File: config.mk
export PLATFORM = sky130hd
export DESIGN_NAME = tetris_sequencer
export DESIGN_NICKNAME = d
export VERILOG_FILES = /design/src/rtl/tetris_pkg.sv /design/src/rtl/tetris_req_latch.sv /design/src/rtl/tetris_sequencer.sv
export SDC_FILE = /design/constraint.sdc
export NUM_CORES = 1
export LEC_CHECK = 0
export ABC_CLOCK_PERIOD_IN_PS = 2500
export BUFFER_PORTS_ARGS = -buffer_cell sky130_fd_sc_hd__buf_2
export CAP_MARGIN = 15
export CORE_MARGIN = 1.5
export CORE_UTILIZATION = 50
export CTS_CLUSTER_DIAMETER = 30
export CTS_CLUSTER_SIZE = 30
export DETAILED_ROUTE_END_ITERATION = 16
export GPL_ROUTABILITY_DRIVEN = 0
export PLACE_DENSITY = 0.76
export SLEW_MARGIN = 30
export SYNTH_ARGS = -nofsm -noshare
export SYNTH_HDL_FRONTEND = slang
export SYNTH_HIERARCHICAL = 1
export SYNTH_SLANG_ARGS = --single-unit
File: constraint.sdc
create_clock -name clk -period 2.5 [get_ports clk]
set_input_delay 0.125 -clock clk [delete_from_list [all_inputs] [get_ports clk]]
set_output_delay 0.125 -clock clk [all_outputs]
set_load 0.05 [all_outputs]
File: src/rtl/tetris_pkg.sv
// tetris_pkg: shared definitions for the Tetris game-flow sequencer.
//   - req_op encodings driven toward the collision checker
//   - sequencer state enumeration
//   - LINES_W: width of the cleared-line total
package tetris_pkg;

    localparam int LINES_W = 14;

    localparam logic [2:0] OP_NONE  = 3'd0;
    localparam logic [2:0] OP_LEFT  = 3'd1;
    localparam logic [2:0] OP_RIGHT = 3'd2;
    localparam logic [2:0] OP_DOWN  = 3'd3;
    localparam logic [2:0] OP_ROT   = 3'd4;
    localparam logic [2:0] OP_SPAWN = 3'd5;

    typedef enum logic [2:0] {
        S_IDLE  = 3'd0,
        S_CLR   = 3'd1,
        S_SPAWN = 3'd2,
        S_PLAY  = 3'd3,
        S_MOVE  = 3'd4,
        S_LOCK  = 3'd5,
        S_CLEAR = 3'd6,
        S_OVER  = 3'd7
    } state_t;

endpackage

File: src/rtl/tetris_req_latch.sv
// tetris_req_latch: pending-request latch for the Tetris sequencer.
// Holds one pending bit per move source, merges tick/btn_down into a single
// DOWN request (tagged gravity if a tick contributed), and presents the
// highest-priority pending request. The granted bit is cleared on grant.
// Optional feature macro: TETRIS_HARD_DROP_EN (adds the hard-drop flag,
// priority just below ROTATE).
// Ports:
//   clk, rst            clock, synchronous active-high reset
//   capture             accept incoming pulses this cycle
//   flush               discard everything pending
//   grant               the presented request is being taken this cycle
//   btn_*, tick         single-cycle input pulses
//   pending             some request is pending
//   op                  presented request (OP_* encoding)
//   grav                presented DOWN came from gravity
//   drop                presented DOWN is a hard drop
module tetris_req_latch
    import tetris_pkg::*;
(
    input  logic       clk,
    input  logic       rst,
    input  logic       capture,
    input  logic       flush,
    input  logic       grant,
    input  logic       btn_left,
    input  logic       btn_right,
    input  logic       btn_down,
    input  logic       btn_turn,
    input  logic       btn_drop,
    input  logic       tick,
    output logic       pending,
    output logic [2:0] op,
    output logic       grav,
    output logic       drop
);

    logic p_left, p_right, p_down, p_rot, p_grav;
`ifdef TETRIS_HARD_DROP_EN
    logic p_drop;
`else
    logic unused_drop;
    assign unused_drop = btn_drop;
`endif

    // Fixed priority: ROTATE > (DROP) > LEFT > RIGHT > DOWN
    always_comb begin
        op   = OP_NONE;
        grav = 1'b0;
        drop = 1'b0;
        if (p_rot) begin
            op = OP_ROT;
        end
`ifdef TETRIS_HARD_DROP_EN
        else if (p_drop) begin
            op   = OP_DOWN;
            drop = 1'b1;
        end
`endif
        else if (p_left) begin
            op = OP_LEFT;
        end else if (p_right) begin
            op = OP_RIGHT;
        end else if (p_down) begin
            op   = OP_DOWN;
            grav = p_grav;
        end
    end

    assign pending = (op != OP_NONE);

    // New pulses are applied after the grant clear, so a pulse landing in
    // the grant cycle is not lost.
    always_ff @(posedge clk) begin
        if (rst || flush) begin
            p_left  <= 1'b0;
            p_right <= 1'b0;
            p_down  <= 1'b0;
            p_rot   <= 1'b0;
            p_grav  <= 1'b0;
`ifdef TETRIS_HARD_DROP_EN
            p_drop  <= 1'b0;
`endif
        end else begin
            if (grant) begin
                case (op)
                    OP_ROT:   p_rot   <= 1'b0;
                    OP_LEFT:  p_left  <= 1'b0;
                    OP_RIGHT: p_right <= 1'b0;
                    OP_DOWN: begin
`ifdef TETRIS_HARD_DROP_EN
                        if (drop) p_drop <= 1'b0;
                        else
`endif
                        begin
                            p_down <= 1'b0;
                            p_grav <= 1'b0;
                        end
                    end
                    default: ;
                endcase
            end
            if (capture) begin
                if (btn_turn)            p_rot   <= 1'b1;
                if (btn_left)            p_left  <= 1'b1;
                if (btn_right)           p_right <= 1'b1;
                if (tick || btn_down)    p_down  <= 1'b1;
                if (tick)                p_grav  <= 1'b1;
`ifdef TETRIS_HARD_DROP_EN
                if (btn_drop)            p_drop  <= 1'b1;
`endif
            end
        end
    end

endmodule

File: src/rtl/tetris_sequencer.sv
// tetris_sequencer: central game-flow controller. Serialises button/gravity
// pulses into one checker request at a time, sequences lock -> line-clear ->
// spawn on a failed downward move, and owns playing/gameover and the
// saturating cleared-line total.
// Optional feature macro: TETRIS_HARD_DROP_EN (btn_drop hard drop).
// Ports:
//   clk, rst                      clock, synchronous active-high reset
//   start                         start / restart pulse
//   btn_left/right/down/turn/drop button pulses; tick = gravity pulse
//   req_valid, req_op             request to the checker (level until done)
//   chk_done, chk_ok              checker completion and result
//   lock_req / lock_done          merge handshake with the map
//   clear_req / clear_done        line-clear handshake; clear_lines = rows
//   board_clr                     one-cycle map wipe pulse
//   playing, gameover             game status
//   lines_total                   cumulative cleared lines (saturating)
module tetris_sequencer
    import tetris_pkg::*;
#(
    parameter int LOCK_TICKS = 1,
    parameter int SCORE_MAX  = 9999
) (
    input  logic               clk,
    input  logic               rst,
    input  logic               start,
    input  logic               btn_left,
    input  logic               btn_right,
    input  logic               btn_down,
    input  logic               btn_turn,
    input  logic               btn_drop,
    input  logic               tick,
    output logic               req_valid,
    output logic [2:0]         req_op,
    input  logic               chk_done,
    input  logic               chk_ok,
    output logic               lock_req,
    input  logic               lock_done,
    output logic               clear_req,
    input  logic               clear_done,
    input  logic [2:0]         clear_lines,
    output logic               board_clr,
    output logic               playing,
    output logic               gameover,
    output logic [LINES_W-1:0] lines_total
);

    state_t     state;
    logic [2:0] fail_cnt;
    logic       cur_grav;
    logic       cur_drop;
    logic       sel_pending, sel_grav, sel_drop;
    logic [2:0] sel_op;
    logic       restartable;

    function automatic logic [LINES_W-1:0] sat_add(input logic [LINES_W-1:0] a,
                                                   input logic [2:0] b);
        logic [LINES_W:0] s;
        s = {1'b0, a} + {{(LINES_W-2){1'b0}}, b};
        if (s > (LINES_W+1)'(SCORE_MAX)) return LINES_W'(SCORE_MAX);
        return s[LINES_W-1:0];
    endfunction

    assign restartable = (state != S_CLR) && (state != S_SPAWN);

    tetris_req_latch u_latch (
        .clk       (clk),
        .rst       (rst),
        .capture   ((state == S_PLAY) || (state == S_MOVE)),
        // Nothing is captured in CLR/CLEAR, so flushing there equals
        // clearing on the way into SPAWN.
        .flush     ((state == S_CLR) || (state == S_CLEAR)),
        .grant     ((state == S_PLAY) && sel_pending && !start),
        .btn_left  (btn_left),
        .btn_right (btn_right),
        .btn_down  (btn_down),
        .btn_turn  (btn_turn),
        .btn_drop  (btn_drop),
        .tick      (tick),
        .pending   (sel_pending),
        .op        (sel_op),
        .grav      (sel_grav),
        .drop      (sel_drop)
    );

    // Request/handshake outputs rise on the first cycle of their waiting
    // state; done inputs are only honoured while the request is high.
    always_ff @(posedge clk) begin
        if (rst) begin
            state       <= S_IDLE;
            req_valid   <= 1'b0;
            req_op      <= OP_NONE;
            lock_req    <= 1'b0;
            clear_req   <= 1'b0;
            board_clr   <= 1'b0;
            playing     <= 1'b0;
            gameover    <= 1'b0;
            lines_total <= '0;
            fail_cnt    <= '0;
            cur_grav    <= 1'b0;
            cur_drop    <= 1'b0;
        end else begin
            board_clr <= 1'b0;
            if (start && restartable) begin
                state       <= S_CLR;
                board_clr   <= 1'b1;
                lines_total <= '0;
                gameover    <= 1'b0;
                playing     <= 1'b0;
                req_valid   <= 1'b0;
                lock_req    <= 1'b0;
                clear_req   <= 1'b0;
                fail_cnt    <= '0;
                cur_drop    <= 1'b0;
            end else begin
                case (state)
                    S_CLR: begin
                        state   <= S_SPAWN;
                        req_op  <= OP_SPAWN;
                        playing <= 1'b1;
                    end
                    S_SPAWN: begin
                        if (!req_valid) begin
                            req_valid <= 1'b1;
                        end else if (chk_done) begin
                            req_valid <= 1'b0;
                            if (chk_ok) begin
                                state <= S_PLAY;
                            end else begin
                                state    <= S_OVER;
                                gameover <= 1'b1;
                                playing  <= 1'b0;
                            end
                        end
                    end
                    S_PLAY: begin
                        if (sel_pending) begin
                            state    <= S_MOVE;
                            req_op   <= sel_op;
                            cur_grav <= sel_grav;
                            cur_drop <= sel_drop;
                        end
                    end
                    S_MOVE: begin
                        if (!req_valid) begin
                            req_valid <= 1'b1;
                        end else if (chk_done) begin
                            req_valid <= 1'b0;
                            if (req_op != OP_DOWN) begin
                                state <= S_PLAY;
                            end else if (chk_ok) begin
                                fail_cnt <= '0;
                                // A hard drop keeps reissuing DOWN from MOVE.
                                state    <= cur_drop ? S_MOVE : S_PLAY;
                            end else if (cur_drop || !cur_grav ||
                                         (fail_cnt + 3'd1) >= 3'(LOCK_TICKS)) begin
                                fail_cnt <= '0;
                                cur_drop <= 1'b0;
                                state    <= S_LOCK;
                            end else begin
                                fail_cnt <= fail_cnt + 3'd1;
                                state    <= S_PLAY;
                            end
                        end
                    end
                    S_LOCK: begin
                        if (!lock_req) begin
                            lock_req <= 1'b1;
                        end else if (lock_done) begin
                            lock_req <= 1'b0;
                            state    <= S_CLEAR;
                        end
                    end
                    S_CLEAR: begin
                        if (!clear_req) begin
                            clear_req <= 1'b1;
                        end else if (clear_done) begin
                            clear_req   <= 1'b0;
                            lines_total <= sat_add(lines_total, clear_lines);
                            state       <= S_SPAWN;
                            req_op      <= OP_SPAWN;
                        end
                    end
                    default: ;
                endcase
            end
        end
    end

endmodule
==> metrics.md <==
| Metric | Value |
|---|---|
| Status | complete, but fails checks |
| Failing checks | setup timing |
| Crit path capture type | flop |
| WL final | 5.393 mm |
| Antenna violations before repair | 0 |
| DRT iter0 DRCs | 201 |
| Max-cap violations | 0 |
| Fin crit period | about 2.6 ns |
| Diodes inserted | 0 |
| Worst hold path type | input port to flop |
| Final worst setup slack | -0.06820 ns |
| Max-slew headroom | 0.6609 |
| Final non-filler cell total | between 300 and 400 |
| Critical path required time | 2.73 ns |
| Sw power | approximately 330 uW |
| Synthesized cell area | ~0.0022 sq mm |
| Ports | 39 |
| Place WS | -0.1724 ns |
| Crit share post-route | 1.027 |
| Sequential share of power | 0.515 |
| Port bufs | 37 |
| Met3 WL | 337 microns |
| Post-DP Area | 0.002519 sq mm |
| Power Internal | 817.4 uW |
| Comb power frac | 0.100 |
| Pin count of the biggest net entering global routing | 20 |
| H-tree Lvls | 2 |
| Reg-to-Reg End | lines_total[3] |
| TritonCTS clock tree | built |
| Synth Instances | 270 |
| FP Rows | 23 |
| Post-synth EDFFs | 0 |
| Global route overflow | 0 |
| Setup_tns | -0.2589 ns |
| Hold endpoint | u_latch/p_right |
| Placed cells | roughly 360 |
| Clock sink total | 36 |
| DR WL met2 | between 2 and 2.5 mm |
| Worst-Margin Slew | slightly above 0.5 ns |
| Main flop type after synthesis | dfxtp_1 |
| DRT Pass-1 Iters | 4 |
| Starting Density | 0.5307 |
| Setup Viol. Count Final | 9 |
| Fin util | 0.6583 |
| Final instance area | approximately 0.0027 sq mm |
| Worst skew pair latency | 0.30 ns |
| Synth Warn # | 6 |
| Arrival @ worst endpoint | 2.80 ns |
| Seq/Total Area, Yosys | 0.3347 |
| Num CTS Buffers | 5 |
| Worst IR Drop VDD | 0.3736 mV |
| Avg Vias per Cell | just under 6 |
| Hold path startpoint | btn_right |
| Die area | about 0.0047 sq mm |
| Critical Path Source Type | flop |
| Min Hold Slack | 0.06144 ns |
| Worst-path clk slew | 0.08 ns |
| #FFs+latches synth | 36 |
| Power, Total | approximately 1.1 mW |
| Ys async rst share | 0 |
| Clk root buf | clkbuf_8 |
| Die X | 68.63 microns |
| Drt drc | 0 |
| Clk pwr share | 0.385 |
| FMAX | 0.3894 GHz |
| Flop-to-flop setup slack | -0.07 ns |
| Core area | slightly above 0.004 sq mm |
| DP Wirelength | 3.874 mm |
| Sw Share | 0.2866 |
| First-pass GRT wire length | 8.790 mm |
| Die H | 68.63 microns |
| Reg2Reg Depth | 9 |
| DRT met1 WL | roughly 2.6 mm |
| Netlist cell types | 58 |
| Worst reg2reg startpoint | lines_total[0] |
| Layout Area Growth over Synthesis | 24.06% |
| Longest Clk Path Bufs | 2 |
| Layout cell share with drive strength beyond 1 | 0.2724 |
| Vias | 2182 |
| Fin. Hold Viols | 0 |
| Highest metal used | met4 |
| Vias in the first global route | 1963 |
| Syn_nets | just under 300 |
| Number of nets in the layout | 344 |
| Worst Clk Skew | between 0.007 and 0.008 ns |
| Setup CP Type | flop to flop |
| Static leakage | 1.023 nW |
| Crit-path max FO | 4 |
| Wire length per cell | 14.46 microns |
| Slew Limit Fails | 0 |
| All-Layer GR Usage | 0.2483 |
| Post-route ant nets | 0 |
| RSZ-0062 raised after global routing | yes |
| Power density over cell area | 429.0 mW/mm^2 |
| Hold path depth | 3 |
| Mapped Avg Cell Area | 7.975 sq um |
==> power by group through the flow <==
stage	sequential, mW	combinational, mW	clock [mW]
final	0.590	0.114	0.442
after global routing	0.591	0.127	0.465
after CTS	0.590	0.114	0.449
after detailed placement	0.603	0.113	0
after global placement	0.603	0.111	0
after floorplan	0.618	0.0607	0
==> metal layers <==
metal,vias up,GRT usage
met5,-,0
met3,15,0.04058
met1,990,0.3394
met2,85,0.3894
met4,0,0.09750
li1,1092,-
==> how the worst max path moves through the flow <==
stage | slack (ns) | depth (start not counted) | end | from
global placement | -0.02 | 9 | lines_total[3] | lines_total[0]
floorplan | -0.06 | 8 | lines_total[1] | lines_total[0]
CTS | -0.06 | 9 | lines_total[3] | lines_total[0]
detailed placement | -0.17 | 9 | lines_total[12] | lines_total[0]
finish | -0.07 | 9 | lines_total[3] | lines_total[0]
global route | -0.28 | 9 | lines_total[3] | lines_total[0]
==> cells in the final DEF, fill, tap and decap left out, types with 8 or more instances in the layout <==
cell type / Yosys / routed
nor2_1: 21 / 21
nor3_1: 16 / 15
inv_1: 14 / 14
buf_2: 1 / 37
dfxtp_1: 36 / 33
nand2_1: 25 / 25
o21ai_0: 14 / 14
xnor2_1: 8 / 8
a21oi_1: 19 / 18
buf_4: 2 / 21
==> kinds of logic (layout without fill, tap and decap cells) <==
family,count (synthesis),after routing,share of synthesized area
xor gates and xnor gates,11,11,0.04474
muxes,2,2,0.009297
adders and majority gates,6,6,0.03835
DFF,36,36,0.3347
other,1,1,0.001742
AOI/OAI and AO/OA,76,76,0.2481
and+or+nand+nor,111,111,0.2685
buffers and inverters,27,80,0.05461
==> registers in the layout, indices dropped and copies added (netlist names) <==
| register | count |
|---|---|
| lines_total | 14 |
| fail_cnt | 3 |
| req_op | 3 |
| state | 3 |
| board_clr | 1 |
| clear_req | 1 |
| cur_drop | 1 |
| cur_grav | 1 |
| gameover | 1 |
| lock_req | 1 |
| playing | 1 |
| req_valid | 1 |
| u_latch/p_down | 1 |
| u_latch/p_grav | 1 |
| u_latch/p_left | 1 |
| u_latch/p_right | 1 |
| u_latch/p_rot | 1 |
==> what timing repair did <==
item | in CTS | in global routing
setup endpoints to repair | 12 | 13
gates cloned | 0 | 0
gates resized for setup | 6 | 3
pin swaps | 5 | 3
hold buffers | 0 | 0
buffers inserted | 0 | 1
==> Yosys cell counts (2+ instances only) <==
| cell | instances | area share |
|---|---|---|
| ha_1 | 5 | 0.029 |
| o22ai_1 | 4 | 0.012 |
| mux2i_1 | 2 | 0.0093 |
| and2_1 | 3 | 0.0087 |
| nor2_1 | 21 | 0.037 |
| and4_1 | 2 | 0.0081 |
| nor4b_1 | 2 | 0.0081 |
| a211oi_1 | 2 | 0.0070 |
| a22oi_1 | 2 | 0.0070 |
| xnor2_1 | 8 | 0.033 |
| a211o_1 | 2 | 0.0081 |
| or4_1 | 3 | 0.010 |
| buf_4 | 2 | 0.0070 |
| nor2b_1 | 5 | 0.015 |
| nor3b_1 | 2 | 0.0070 |
| o21bai_1 | 3 | 0.010 |
| o211ai_1 | 2 | 0.0070 |
| nand2_1 | 25 | 0.044 |
| nand2b_1 | 5 | 0.015 |
| or3_1 | 3 | 0.0087 |
| a221oi_1 | 3 | 0.012 |
| nor4_1 | 2 | 0.0058 |
| a21oi_1 | 19 | 0.044 |
| dfxtp_1 | 36 | 0.33 |
| nand3_1 | 7 | 0.016 |
| nor3_1 | 16 | 0.037 |
| nand4_1 | 7 | 0.020 |
| o21ai_0 | 14 | 0.033 |
| xor2_1 | 3 | 0.012 |
| a311oi_1 | 8 | 0.033 |
| clkbuf_1 | 9 | 0.016 |
| o31ai_1 | 4 | 0.014 |
| inv_1 | 14 | 0.024 |
==> final cells by class <==
type	instances	area (sq um)
Clock buffer	5	68.82
Clock inverter	3	22.52
Fill cell	338	1386
Inverter	14	52.55
Multi-Input combinational cell	207	1395
Sequential cell	36	726.9
Tap cell	50	62.56
Timing Repair Buffer	58	342.8
==> worst max-delay path: stages, from the launching register on <==
cell	delay, ns
dfxtp_4	0.36
ha_4	0.16
fa_2	0.36
a21o_4	0.21
or3_1	0.30
o32a_1	0.33
a221oi_4	0.37
buf_4	0.18
o211ai_1	0.09
nor3_1	0.15
Power figures use the tool's default switching activity.
